### src/rtl/mul_seq_pkg.sv
// Shared definitions for the sequential shift-add multiplier: state encoding
// and the bit-counter width helper.
package mul_seq_pkg;

   localparam logic [1:0] S_IDLE = 2'd0;
   localparam logic [1:0] S_RUN  = 2'd1;
   localparam logic [1:0] S_DONE = 2'd2;

   typedef enum logic [1:0] {
      ST_IDLE = S_IDLE,
      ST_RUN  = S_RUN,
      ST_DONE = S_DONE
   } state_e;

   // Ceiling log2, never below 1 so the counter always has at least one bit.
   function automatic int unsigned cnt_width(input int unsigned n);
      int unsigned w;
      w = 1;
      while ((32'd1 << w) < n) begin
         w = w + 1;
      end
      return w;
   endfunction

endpackage

### src/rtl/mul_seq_ctrl_adder.sv
// N-bit ripple-carry adder built from a chain of full-adder cells; purely
// combinational, shared by the multiplier for one partial-product add per cycle.
module Ripple_Carry_Adder_nbit #(
   parameter int unsigned N = 32
) (
   input  logic [N-1:0] A,
   input  logic [N-1:0] B,
   input  logic         Cin,
   output logic [N-1:0] S,
   output logic         Cout
);

   logic [N:0] carry;

   assign carry[0] = Cin;

   for (genvar i = 0; i < N; i++) begin : g_fa
      assign S[i]         = A[i] ^ B[i] ^ carry[i];
      assign carry[i + 1] = (A[i] & B[i]) | (carry[i] & (A[i] ^ B[i]));
   end

   assign Cout = carry[N];

endmodule

### src/rtl/mul_seq_ctrl.sv
// Multi-cycle unsigned shift-add multiplier: one shared ripple adder, N RUN
// cycles per product. Define MUL_SEQ_ZERO_SKIP_EN to short-cut zero operands.
module mul_seq_ctrl
   import mul_seq_pkg::*;
#(
   parameter int unsigned N = 32
) (
   input  logic             clk,
   input  logic             rst,
   input  logic             start,
   input  logic [N-1:0]     A,
   input  logic [N-1:0]     B,
   output logic             ready,
   output logic             busy,
   output logic             done,
   output logic [2*N-1:0]   P
);

   localparam int unsigned    CW       = cnt_width(N);
   localparam logic [CW-1:0]  CNT_LAST = CW'(N - 1);

   state_e             state_q, state_d;
   logic [CW-1:0]      cnt_q, cnt_d;
   logic [N-1:0]       mcand_q, mcand_d;
   logic [N-1:0]       acc_hi_q, acc_hi_d;
   logic [N-1:0]       acc_lo_q, acc_lo_d;
   logic [2*N-1:0]     p_q, p_d;
   logic               done_q, done_d;
   logic               ready_q, ready_d;
   logic               busy_q, busy_d;

   logic [N-1:0]       add_b;
   logic [N-1:0]       add_s;
   logic               add_cout;
   logic               skip_c;

   assign add_b = acc_lo_q[0] ? mcand_q : '0;

   Ripple_Carry_Adder_nbit #(.N(N)) u_adder (
      .A    (acc_hi_q),
      .B    (add_b),
      .Cin  (1'b0),
      .S    (add_s),
      .Cout (add_cout)
   );

   // Zero-operand short cut applies only from IDLE so done can never repeat
   // on back-to-back cycles.
`ifdef MUL_SEQ_ZERO_SKIP_EN
   assign skip_c = (state_q == ST_IDLE) && ((A == '0) || (B == '0));
`else
   assign skip_c = 1'b0;
`endif

   always_ff @(posedge clk) begin
      if (rst) begin
         state_q  <= ST_IDLE;
         cnt_q    <= '0;
         mcand_q  <= '0;
         acc_hi_q <= '0;
         acc_lo_q <= '0;
         p_q      <= '0;
         done_q   <= 1'b0;
         ready_q  <= 1'b1;
         busy_q   <= 1'b0;
      end else begin
         state_q  <= state_d;
         cnt_q    <= cnt_d;
         mcand_q  <= mcand_d;
         acc_hi_q <= acc_hi_d;
         acc_lo_q <= acc_lo_d;
         p_q      <= p_d;
         done_q   <= done_d;
         ready_q  <= ready_d;
         busy_q   <= busy_d;
      end
   end

   always_comb begin
      state_d  = state_q;
      cnt_d    = cnt_q;
      mcand_d  = mcand_q;
      acc_hi_d = acc_hi_q;
      acc_lo_d = acc_lo_q;
      p_d      = p_q;
      done_d   = 1'b0;

      case (state_q)
         ST_IDLE, ST_DONE: begin
            if (state_q == ST_DONE) begin
               state_d = ST_IDLE;
            end
            if (start) begin
               mcand_d  = A;
               acc_lo_d = B;
               acc_hi_d = '0;
               cnt_d    = '0;
               if (skip_c) begin
                  state_d = ST_DONE;
                  p_d     = '0;
                  done_d  = 1'b1;
               end else begin
                  state_d = ST_RUN;
               end
            end
         end
         ST_RUN: begin
            // Add-then-shift: carry-out drops into the top of acc_hi, S[0] into acc_lo.
            acc_hi_d = {add_cout, add_s[N-1:1]};
            acc_lo_d = {add_s[0], acc_lo_q[N-1:1]};
            cnt_d    = cnt_q + CW'(1);
            if (cnt_q == CNT_LAST) begin
               state_d = ST_DONE;
               p_d     = {add_cout, add_s, acc_lo_q[N-1:1]};
               done_d  = 1'b1;
            end
         end
         default: begin
            state_d = ST_IDLE;
         end
      endcase

      ready_d = (state_d == ST_IDLE) || (state_d == ST_DONE);
      busy_d  = (state_d == ST_RUN);
   end

   assign ready = ready_q;
   assign busy  = busy_q;
   assign done  = done_q;
   assign P     = p_q;

endmodule

### config.mk
export PLATFORM = sky130hd
export DESIGN_NAME = mul_seq_ctrl
export DESIGN_NICKNAME = d
export VERILOG_FILES = /design/src/rtl/mul_seq_pkg.sv /design/src/rtl/mul_seq_ctrl_adder.sv /design/src/rtl/mul_seq_ctrl.sv
export SDC_FILE = /design/constraint.sdc
export NUM_CORES = 1
export LEC_CHECK = 0
export ABC_AREA = 1
export CORE_ASPECT_RATIO = 0.8
export CORE_MARGIN = 5
export CORE_UTILIZATION = 30
export DETAILED_ROUTE_END_ITERATION = 7
export MAX_ROUTING_LAYER = met4
export PLACE_DENSITY = 0.47
export RECOVER_POWER = 100
export SLEW_MARGIN = 20
export SYNTH_ARGS = -nofsm -noshare
export SYNTH_HDL_FRONTEND = slang
export SYNTH_HIERARCHICAL = 1
export SYNTH_SLANG_ARGS = --single-unit
### constraint.sdc
create_clock -name clk -period 20.2 [get_ports clk]
set_input_delay 4.04 -clock clk [delete_from_list [all_inputs] [get_ports clk]]
set_output_delay 4.04 -clock clk [all_outputs]
set_load 0.03 [all_outputs]
# == After elaboration in Yosys (flattened, before gate mapping) ==
# Cells that the tools add are included.
# word_totals
output_inout_bits,67
wordCells,195
ff_bits,170
inputBits,67
# op_classes
eq_ne,6
reduce_logical,9
add_sub_neg,1
bitwise_logic,158
n_mux,12
# op_table
operator,n
$pmux 32 s2,2
$mux 32,3
$and 1x1->1,63
$xor 1x1->1,63
$or 1x1->1,31
$pmux 5 s2,1
$mux 2,3
$reduce_and 2->1,3
$add 5x1->5 const B,1
$eq 5x5->1 const B,1
$mux 5,1
$eq 2x1->1 const B,2
$eq 2x2->1 const B,2
$logic_not 2->1,2
$pmux 2 s2,1
$reduce_or 2->1,2
$ne 2x2->1 const B,1
$reduce_bool 2->1,1
$logic_or 1x1->1,1
$mux 1,1
$not 1->1,1

# == Depth between registers and ports, before layout ==
# Gate-level depths: netlist (run 1).
# depth
word_depth,65
depth_mapped,42
ltp_nobuf,40

# == Modules after synthesis ==
# Netlist (run 1), hierarchy kept.
# by_module_without_submodules
mod,n_inst,seq_area_each_um2,area_each_um2,cells_per_inst
mul_seq_ctrl,1,3403.3,6815.3,930
Ripple_Carry_Adder_nbit,1,0.0,678.2,42

# == Least setup slack after synthesis (run 1) ==
# No wires, ideal clock.
# synth_timing
kind,register -> register
startpoint,reg acc_lo_q[0]
endpoint,reg acc_hi_q[30]
t_required_ns,20.130
stages_incl_launch_ff,43
path_slack_ns,7.121
arrival_ns,13.009
period_less_slack_ns,13.079
n_path_buf,2
path_cell_list,dfxtp_1 clkbuf_1 clkbuf_1 nand2_1 inv_1 fa_1 fa_1 fa_1 fa_1 fa_1 fa_1 fa_1 fa_1 fa_1 fa_1 fa_1 fa_1 fa_1 [7 not listed] fa_1 fa_1 fa_1 fa_1 fa_1 fa_1 fa_1 fa_1 fa_1 fa_1 fa_1 fa_1 fa_1 inv_1 fa_1 inv_1 nand2_1 a21oi_1
# synth_via
elab_chain_cells,64
word_cells_on_any_way,125
cone_classes,mux: 2; bitwise: 123
# synth_lines
item,line,rtl
start: declaration,mul_seq_ctrl.sv:26,"logic [N-1:0] acc_lo_q, acc_lo_d;"
start signal: assignment,mul_seq_ctrl.sv:71,acc_lo_q <= acc_lo_d;
$mux 32,mul_seq_ctrl.sv:37,assign add_b = acc_lo_q[0] ? mcand_q : '0;
net add_b[0],mul_seq_ctrl.sv:32,logic [N-1:0] add_b;
$and 1x1->1 (2 in a row),mul_seq_ctrl_adder.sv:19,assign carry[i + 1] = (A[i] & B[i]) | (carry[i] & (A[i] ^ B[i]));
$or 1x1->1,mul_seq_ctrl_adder.sv:19,
$and 1x1->1,mul_seq_ctrl_adder.sv:19,
$or 1x1->1,mul_seq_ctrl_adder.sv:19,
$and 1x1->1,mul_seq_ctrl_adder.sv:19,
$or 1x1->1,mul_seq_ctrl_adder.sv:19,
[49 not listed],n/a,
$or 1x1->1,mul_seq_ctrl_adder.sv:19,
$and 1x1->1,mul_seq_ctrl_adder.sv:19,
$or 1x1->1,mul_seq_ctrl_adder.sv:19,
$and 1x1->1,mul_seq_ctrl_adder.sv:19,
$or 1x1->1,mul_seq_ctrl_adder.sv:19,
$xor 1x1->1,mul_seq_ctrl_adder.sv:18,assign S[i] = A[i] ^ B[i] ^ carry[i];
net add_s[31],mul_seq_ctrl.sv:33,logic [N-1:0] add_s;
$pmux 32 s2,mul_seq_ctrl.sv:88,case (state_q)
end signal: assignment,mul_seq_ctrl.sv:70,acc_hi_q <= acc_hi_d;
end: declaration,mul_seq_ctrl.sv:25,"logic [N-1:0] acc_hi_q, acc_hi_d;"
# The timed path passes the listed nets, and every way through them passes these cells.
# A chain may end at the register's enable or synchronous reset.

# == Final worst setup path (run 1) ==
# Same ends and word-level chain as after synthesis.

==> results of run 1 <==
cell usage in the layout (no fill, tap or decap), drive strengths merged:
master	instances
clkbuf	24
a21oi	68
ha	2
nand3	198
nor3	1
conb	1
buf	5
clkdlybuf4s50	65
bufinv	4
nor2	72
dlygate4sd3	67
inv	152
o21ai	99
dfxtp	170
clkinvlp	2
clkinv	4
fa	32
nand2	105
registers in the layout (all words and copies together) (netlist names):
| signal | cells |
|---|---|
| P | 64 |
| acc_hi_q | 32 |
| acc_lo_q | 32 |
| mcand_q | 32 |
| cnt_q | 5 |
| state_q | 2 |
| busy | 1 |
| done | 1 |
| ready | 1 |
kinds of logic (layout without fill, tap and decap cells):
| family | Yosys count | in the layout | synth area share (%) |
|---|---|---|---|
| AO/OA/AOI/OAI | 167 | 167 | 11.2 |
| adder cells (fa/ha/maj) | 34 | 34 | 8.88 |
| buffers and inverters | 224 | 323 | 12.1 |
| flip-flops | 170 | 170 | 45.4 |
| other | 1 | 1 | 0.0500 |
| AND/OR/NAND/NOR | 376 | 376 | 22.4 |
layout make-up:
class	count	area (µm²)	share of cell area [%]
inverters	150	567	5.92
well taps	318	398	4.16
clock inverters	12	188	1.96
repair buffers	141	1370	14.3
multi-input cells	578	3200	33.4
clock buffers	20	447	4.66
flip-flops and latches	170	3400	35.5
cell usage after synthesis:
master / instances
clkbuf_1: 31
nand2_4: 1
o21ai_1: 51
nand2_2: 1
ha_1: 2
a21oi_1: 68
inv_4: 1
dfxtp_1: 170
buf_1: 8
conb_1: 1
buf_4: 9
nand3_1: 198
nand2_1: 103
o21ai_0: 48
nor2_1: 70
nor3_1: 1
buf_2: 26
inv_1: 148
nor2_2: 2
fa_1: 32
inv_2: 1
per-layer routing:
metal | global-route usage (%) | vias up | share of wire, %
li1 | - | 3269 | -
met1 | 20.7 | 3052 | 50
met2 | 24.1 | 120 | 45
met3 | 3.04 | 10 | 3.6
met4 | 3.62 | 0 | 0.91
met5 | - | - | 0
metrics by stage:
stage | power, mW | hold WS [ns] | util, %
final | 0.780 | 0.477 | 39.1
after global routing | 0.816 | 0.496 | 39.1
after CTS | 0.792 | 0.473 | 39.1
after detailed placement | 0.432 | 0.464 | 36.5
after global placement | 0.431 | 0.462 | 36.5
after floorplan | 0.404 | 0.446 | -
worst max-delay path by stage:
| stage | to | depth (start not counted) | slack, ns |
|---|---|---|---|
| after floorplan | acc_hi_q[30] | 42 | 7.12 |
| after global placement | acc_hi_q[30] | 41 | 6.71 |
| after detailed placement | acc_hi_q[30] | 41 | 6.72 |
| after CTS | acc_hi_q[30] | 41 | 6.66 |
| after global routing | acc_hi_q[30] | 41 | 5.42 |
| final | acc_hi_q[30] | 41 | 6.19 |
power groups by stage:
| stage | registers (mW) | clock network [mW] | logic, mW |
|---|---|---|---|
| 5_1_grt | 0.355 | 0.382 | 0.0790 |
| 3_3_place_gp | 0.361 | 0 | 0.0702 |
| 6_report | 0.354 | 0.357 | 0.0696 |
| 2_1_floorplan | 0.360 | 0 | 0.0441 |
| 3_5_place_dp | 0.361 | 0 | 0.0703 |
| 4_1_cts | 0.354 | 0.368 | 0.0706 |
worst min-delay path, delay by kind of cell, from the launching register on:
family	cells	cell delay [ns]
AO/OA/AOI/OAI	1	0.05
flip-flops	1	0.31
AND/OR/NAND/NOR	1	0.07
==> results_dict.tcl, run 1 <==
set metrics [dict create \
    status "finished, violations left" \
    violations "max-capacitance violations, max-slew violations" \
    rows 51 \
    ys_seq_elements 170 \
    critPathMaxFanout 33 \
    cpMostUsedCell "fa_1" \
    drive_gt1_share_pct 4.01 \
    synth_top_area_share_pct 45.4 \
    place_inst 1357 \
    ant_nets 0 \
    synth.distinct_cells 21 \
    place_area_mm2 0.00895 \
    r2r_start "acc_lo_q[0]" \
    hpwl_um 12400 \
    cellLeakagePower_nw 4.10 \
    final_cell_count_no_fill 1389 \
    finalSetupViolCount 0 \
    setup-tns-final_ns 0 \
    drt-initial-drc-count 304 \
    die_y_um 151 \
    grt_pass1_vias 6321 \
    n_fill_cell 2632 \
    post_cts_buffers 0 \
    netlist_area_mm2 0.00749 \
    wl_per_cell_um 15.1 \
    antenna_found_initial 0 \
    startpoint "acc_lo_q[0]" \
    fin_area_mm2 0.00958 \
    critPathLaunchType "flip-flop" \
    antennaDiodeCount 0 \
    yosys-top-cells-area "dfxtp_1 (45%), nand3_1 (13%), fa_1 (8.5%), inv_1 (7.4%), nand2_1 (5.2%)" \
    maxSlewViolCount 208 \
    fmax_mhz 71.4 \
    area_growth_pct 27.8 \
    synth_area_leader_cell "dfxtp_1" \
    grt.total_usage_pct 15.4 \
    first_pass_iters 4 \
    hp-start "P[34]" \
    root_buffer "clkbuf_16" \
    grt_max_degree 101 \
    cp.required_ns 20.51 \
    syn_area_per_cell_um2 7.71 \
    core_area_mm2 0.0245 \
    clk_latency_ns 0.43 \
    maxCapViolCount 3 \
    rrSetupSlack_ns 6.19 \
    hold_end "P[34]" \
    whs_path_depth 2 \
    worst_slack_ns 6.19 \
    p_clk_share_pct 45.7 \
    period_share_pct 69.4 \
    crit_path_top_delay_cell "clkbuf_1" \
    die_area_mm2 0.0283 \
    initial_core_util_pct 30.6 \
    swShare_pct 24.9 \
    h-tree-depth 4 \
    seqPwrFrac_pct 45.3 \
    gp_congestion 0.735 \
    syn_nets 1073 \
    clock-sinks 170 \
    remaining_drc_errors 0 \
    cts.reportedPaths.clkPinSlew_ns 0.07 \
    via_count 6451 \
    combinationalPowerShare_pct 8.9 \
    critPathCaptureType "flip-flop" \
    layout.nets 1159 \
    dp_slack_ns 6.72 \
    path_buf_inv 6 \
    arrival_ns 14.32 \
    hp-class "flip-flop to flip-flop" \
    ctsHoldBuffers 0 \
    r2r-end "acc_hi_q[30]" \
    crit_path_max_incr_delay_ns 0.55 \
    powerDensity_mw_per_mm2 81.5 \
    fin_crit_ns 14.01 \
    clock_skew_ns 0.0193 \
    cts_tree "done" \
    finalHoldViolCount 0 \
    gr-total-overflow 0 \
    pin_count 134 \
    grt_pass1_wl_um 34200 \
    io_buffer_count 133 \
    yosysSeqAreaShare_pct 45.4 \
    grt_setup_unrepaired "false" \
    syn_inst 972 \
    numCtsBuffers 17 \
    p_sw_uw 194 \
    worst_pin_slew_ns 4.66 \
    wirelength_um 21000 \
    ir_drop_v 0.0000473 \
    relSlewSlack_pct -211 \
    fp.dieW_um 187 \
    reg2regPathDepth 41 \
    yosys_warnings 6 \
    clockBufferDepth 2 \
    critical_path.top_delay_family "adder cells" \
    cts_resized 0 \
    critPathKind "flip-flop to flip-flop" \
    p_int_uw 586 \
    via_per_inst 4.64 \
]
Note: power is estimated with default switching activity, not from simulation.
==> run 2, diff against run 1 <==
- PLACE_DENSITY: 0.47 -> 0.49
- clock period: 20.2 -> 12.1 ns (I/O delays scaled with it)
==> run 2 against run 1 <==
Net effect: the flow still finishes with violations (max-capacitance violations, max-slew violations); global-route usage about the same; clock skew down 0.0047 ns; count of clock-buffer cells in the layout down 1; setup slack worse by 6.0 ns; sequential share of layout area down 0.22 points; cell count up 0.22%; via count down 0.60%; largest power group is now registers.
==> results_dict.tcl, run 2 (synthesis results as in run 1) <==
set metrics [dict create \
    relSlewSlack_pct -102 \
    powerDensity_mw_per_mm2 132 \
    via_count 6412 \
    ant_nets 0 \
    final_cell_count_no_fill 1392 \
    hp-class "flip-flop to flip-flop" \
    drt-initial-drc-count 339 \
    final_common_cell "nand3_1" \
    fmax_mhz 83.6 \
    ctsHoldBuffers 0 \
    clk_latency_ns 0.43 \
    largest_register_ffs 64 \
    gr-total-overflow 0 \
    grt_pass1_wl_um 34200 \
    drive_gt1_share_pct 7.92 \
    worst_slack_ns 0.145 \
    clock-sinks 170 \
    fin_crit_ns 11.96 \
    remaining_drc_errors 0 \
    utilization_pct 39.3 \
    layout_common_cells "nand3_1 (198), dfxtp_1 (169), inv_1 (142)" \
    startpoint "mcand_q[0]" \
    critical_path.top_delay_family "adder cells" \
    grt_pass1_vias 6426 \
    die_area_mm2 0.0283 \
    pin_count 134 \
    cts_tree "done" \
    h-tree-depth 4 \
    finalSetupViolCount 0 \
    io_buffer_count 133 \
    hpwl_um 12700 \
    wirelength_um 20600 \
    layout.nets 1161 \
    path_buf_inv 5 \
    crit_path_max_incr_delay_ns 0.41 \
    hp-start "P[54]" \
    arrival_ns 12.31 \
    numCtsBuffers 17 \
    first_pass_iters 5 \
    place_inst 1359 \
    grt_setup_unrepaired "true" \
    finalHoldViolCount 0 \
    maxSlewViolCount 193 \
    grt_max_degree 81 \
    cp.required_ns 12.45 \
    critPathMaxFanout 2 \
    critPathLaunchType "flip-flop" \
    via_per_inst 4.61 \
    root_buffer "clkbuf_16" \
    initial_core_util_pct 30.6 \
    cts.reportedPaths.clkPinSlew_ns 0.07 \
    ir_drop_v 0.0000874 \
    cpMostUsedCell "fa_2" \
    rows 51 \
    antenna_found_initial 0 \
    die_y_um 151 \
    critPathCaptureType "flip-flop" \
    area_growth_pct 28.6 \
    worst_pin_slew_ns 3.02 \
    grt.total_usage_pct 15.4 \
    setup-tns-final_ns 0 \
    fp.dieW_um 187 \
    violations "max-capacitance violations, max-slew violations" \
    period_share_pct 98.8 \
    dp_slack_ns -0.179 \
    crit_path_top_delay_cell "fa_1" \
    critPathKind "flip-flop to flip-flop" \
    r2r_start "mcand_q[0]" \
    maxCapViolCount 4 \
    wl_per_cell_um 14.8 \
    hold-worst-slack_ns 0.474 \
    cellLeakagePower_nw 4.01 \
    clock_skew_ns 0.0147 \
    status "finished, violations left" \
    core_area_mm2 0.0245 \
    gp_congestion 0.730 \
    clockBufferDepth 2 \
]
[run 2: power by group]
group	total, mW	internal (mW)	switching (mW)
clock	0.570	0.333	0.237
combinational	0.116	0.0446	0.0711
sequential	0.590	0.578	0.0120
total	1.28	0.956	0.320
[run 2: final timing paths]
path / cells past startpoint / to / slack (ns)
worst max-delay path: 40 / acc_hi_q[30] / 0.14
worst max register to register: 40 / acc_hi_q[30] / 0.14
worst min register to register: 2 / P[54] / 0.47
worst min-delay path: 2 / P[54] / 0.47
[run 2: metrics by stage]
step	power, mW	cell area [µm²]
final	1.28	9640
after global routing	1.34	9640
after CTS	1.30	9640
after detailed placement	0.721	9020
after global placement	0.721	9020
after floorplan	0.675	7560
[run 2: layer usage]
metal / share of wire, % / up-vias / global-route usage (%)
met2: 45 / 82 / 24.0
met5: 0 / - / -
met4: 0.93 / 0 / 3.77
met3: 2.7 / 11 / 2.70
li1: - / 3264 / -
met1: 51 / 3055 / 20.9
[run 2: area by class of cell]
class | count | area (µm²)
well taps | 318 | 398
inverters | 150 | 567
clock inverters | 13 | 166
multi-input cells | 578 | 3270
diodes | 1 | 2.50
fillers | 2614 | 14900
flip-flops and latches | 170 | 3400
repair buffers | 143 | 1390
clock buffers | 19 | 443
[run 2: timing repair]
| item | in CTS | in global routing |
|---|---|---|
| gates resized for setup | 5 | 12 |
| buffers inserted | 0 | 0 |
| pin swaps | 2 | 1 |
| setup endpoints to repair | 2 | 2 |
| gates cloned | 0 | 0 |
[run 2: tightest hold or removal path, stage by stage (launching register included)]
cell and delay, ns:
dfxtp_1 0.31, nand3_1 0.07, o21ai_1 0.05
